**src/rtl/sysid_checker_pkg.sv**
```systemverilog
// Shared types and constants for the system-ID checker.
// Timestamp read is built only with SYSID_CHECK_TS_EN.
package sysid_checker_pkg;

  typedef enum logic [1:0] {
    IDLE,
    RD_ID,
    RD_TS,
    FIN
  } state_t;

  localparam logic ADDR_ID = 1'b0;
  localparam logic ADDR_TS = 1'b1;

  localparam logic [31:0] DEF_ID = 32'd2128810887;
  localparam logic [31:0] DEF_TS = 32'd1554115690;

  localparam int CNT_W = 16;

endpackage

```
**src/rtl/sysid_access_timer.sv**
```systemverilog
// Per-access wait counter; expired flags the last tolerated stall cycle.
// Timestamp read is built only with SYSID_CHECK_TS_EN.
module sysid_access_timer
  import sysid_checker_pkg::*;
#(
  parameter int LIMIT = 255
) (
  input  logic clk,
  input  logic reset,
  input  logic clear,
  input  logic enable,
  output logic expired
);

  logic [CNT_W-1:0] count;

  always_ff @(posedge clk) begin
    if (reset || clear) begin
      count <= '0;
    end else if (enable) begin
      count <= count + 1'b1;
    end
  end

  assign expired = (count == CNT_W'(LIMIT - 1));

endmodule

```
**config.mk**
```make
export PLATFORM = sky130hd
export DESIGN_NAME = sysid_access_timer
export DESIGN_NICKNAME = d
export VERILOG_FILES = /design/src/rtl/sysid_checker_pkg.sv /design/src/rtl/sysid_access_timer.sv
export SDC_FILE = /design/constraint.sdc
export NUM_CORES = 1
export LEC_CHECK = 0
export ABC_AREA = 1
export CAP_MARGIN = 20
export CORE_UTILIZATION = 34
export CTS_BUF_LIST = sky130_fd_sc_hd__clkbuf_8
export CTS_CLUSTER_SIZE = 10
export DETAILED_ROUTE_END_ITERATION = 8
export MAX_ROUTING_LAYER = met4
export PLACE_DENSITY_LB_ADDON = 0.08
export SYNTH_ARGS = -nofsm -noshare
export SYNTH_HDL_FRONTEND = slang
export SYNTH_SLANG_ARGS = --single-unit
```
**constraint.sdc**
```tcl
create_clock -name clk -period 1.71 [get_ports clk]
set_input_delay 0.171 -clock clk [delete_from_list [all_inputs] [get_ports clk]]
set_output_delay 0.171 -clock clk [all_outputs]
set_load 0.02 [all_outputs]
```
==> flow_metrics.env <==
export IMPL_outcome="completed"
export IMPL_syn2layout_area_growth_pct=19.4
export IMPL_n_antenna_cell=0
export IMPL_crit_path_end_kind="primary output"
export IMPL_cts_buffers_inserted=3
export IMPL_grt_max_degree=10
export IMPL_drtIter0Drc=13
export IMPL_largest_reg_flops=16
export IMPL_p_leak_nw=0.388
export IMPL_setup_violations_final=0
export IMPL_dpl_cell_count=176
export IMPL_gr_usage_all_layers=0.178
export IMPL_total_power_w=0.000748
export IMPL_slew_headroom=0.757
export IMPL_maxSlewViolCount=0
export IMPL_die_w_um=53.0
export IMPL_required_ns=1.54
export IMPL_routed_wl_um=2000
export IMPL_avgSynthCellArea_sq_um=6.40
export IMPL_root_buffer="clkbuf_8"
export IMPL_cts_setup_buffers=0
export IMPL_grt_pass1_wl_um=3460
export IMPL_cp_start_kind="register"
export IMPL_cp_arrival_ns=1.39
export IMPL_fin_worst_skew_ns=0.00383
export IMPL_placementRows=18
export IMPL_n_fill_cell=259
export IMPL_die_area_sq_mm=0.00281
export IMPL_cts_buffer_depth=2
export IMPL_path_clk_slew_ns=0.07
export IMPL_p_per_area_mw_per_mm2=709
export IMPL_clock_sinks=16
export IMPL_fin_tns_setup_ns=0
export IMPL_crit_fanout=4
export IMPL_instances_no_fill=180
export IMPL_grt_pass1_vias=804
export IMPL_rsz0062_at_grt="no"
export IMPL_period_needed_ns=1.56
export IMPL_grt_overflow_total=0
export IMPL_drive_gt1_frac=0.133
export IMPL_cts_tree="done"
export IMPL_multi_input_area_sq_um=493
export IMPL_path_class="register to primary output"
export IMPL_drc=0
export IMPL_start_util=0.360
export IMPL_vdd_ir_drop_max_v=0.000460
export IMPL_synth_cells=138
export IMPL_via_per_inst=4.68
export IMPL_drtPass1Iterations=4
export IMPL_final_nets=157
export IMPL_maxCapViolCount=0
export IMPL_period_share=0.915
export IMPL_ios=5
export IMPL_final_antenna_net_count=0
export IMPL_netlist_area_sq_um=883
export IMPL_yosys_warnings=0
export IMPL_fmax_mhz=639
export IMPL_clk_latency_ns=0.25
export IMPL_regMostFlops="count"
export IMPL_ys_seq_area_frac=0.363
export IMPL_hold_viol=0
export IMPL_wl_per_cell_um=11.1
export IMPL_io_buffers=4
export IMPL_mappedNetlistNets=144
export IMPL_vias=842
export IMPL_regArea_sq_um=320
export IMPL_worst_pin_slew_ns=0.364
export IMPL_htree_levels=1
export IMPL_ys_ff_latch=16
export IMPL_coreArea_sq_mm=0.00245
export IMPL_die_h_um=53.0
export IMPL_hold_slack_ns=0.489
export IMPL_ys_types=20
export IMPL_place_hpwl_um=1610
export IMPL_ctsHoldBuffers=0
export IMPL_gp_congestion=0.834
export IMPL_top_regs="count x16"
export IMPL_antenna_found_initial=0
export IMPL_post_cts_resized=1
export IMPL_hp_class="register to register"
## routing by layer
layer,track usage,part of all wire,vias to the layer above
met5,-,0,-
met1,0.219,0.52,369
met4,0.0526,0.012,0
met2,0.293,0.45,6
met3,0.0345,0.020,4
li1,-,-,463
## cells in the final DEF (no fill, tap or decap), drive strengths merged
| cell type | Yosys | final |
|---|---|---|
| a21oi | 8 | 8 |
| clkdlybuf4s15 | 0 | 1 |
| o21ai | 6 | 6 |
| nor3 | 2 | 2 |
| buf | 2 | 6 |
| nand4 | 2 | 2 |
| clkbuf | 0 | 4 |
| a211oi | 1 | 1 |
| nor2 | 34 | 34 |
| clkdlybuf4s50 | 0 | 3 |
| nor4 | 1 | 1 |
| xor2 | 1 | 1 |
| nand2 | 33 | 33 |
| ha | 2 | 2 |
| nand3 | 12 | 12 |
| o21bai | 1 | 1 |
| dfxtp | 16 | 16 |
| inv | 17 | 17 |
## through the flow
stage	util	setup WS, ns	instance area, sq um
global placement	0.405	0.122	993
floorplan	-	0.539	883
global route	0.430	0.0220	1050
detailed placement	0.405	0.0853	993
finish	0.430	0.146	1050
CTS	0.427	0.0935	1050
## critical path, cell delays in order (launching register included)
cell,delay (ns)
dfxtp_1,0.34
nor4_2,0.29
nand3_1,0.11
nor2_1,0.10
clkdlybuf4s15_1,0.30
## cells by family after synthesis
kind of cell               synth area share
AOI/OAI and AO/OA                    0.0963
and+or+nand+nor                       0.416
adders and majority gates            0.0283
xor gates and xnor gates            0.00992
buffers and inverters                0.0864
DFF                                   0.363
## where the power goes
part / switching, W / internal (W) / leakage, nW
registers: 0.00000157 / 0.000375 / 0.129
logic: 0.0000175 / 0.0000137 / 0.230
clock network: 0.000136 / 0.000204 / 0.0288
## Yosys cell counts (all sizes together)
library cell  number  area [sq um]
buf                2          12.5
o21ai              6          30.0
o21bai             1          7.51
nor2              34           150
nand3             12          60.1
ha                 2          25.0
nand2             33           129
a21oi              8          40.0
nand4              2          12.5
nor4               1          6.26
xor2               1          8.76
nor3               2          10.0
inv               17          63.8
a211oi             1          7.51
dfxtp             16           320
## path summary, 6_finish.rpt
| check | slack (ns) | startpoint | cells after the start | to |
|---|---|---|---|---|
| max | 0.15 | count[10] | 4 | expired |
| min | 0.49 | count[3] | 1 | count[3] |
| max reg2reg | 0.37 | count[0] | 7 | count[8] |
| min reg2reg | 0.49 | count[3] | 1 | count[3] |
## area by class of cell
type                            instances  area share
Multi-Input combinational cell        103       0.467
Inverter                               17      0.0605
Timing Repair Buffer                   10      0.0807
Sequential cell                        16       0.304
Tap cell                               30      0.0356
Clock buffer                            4      0.0522
(Power assumes the default switching activity.)
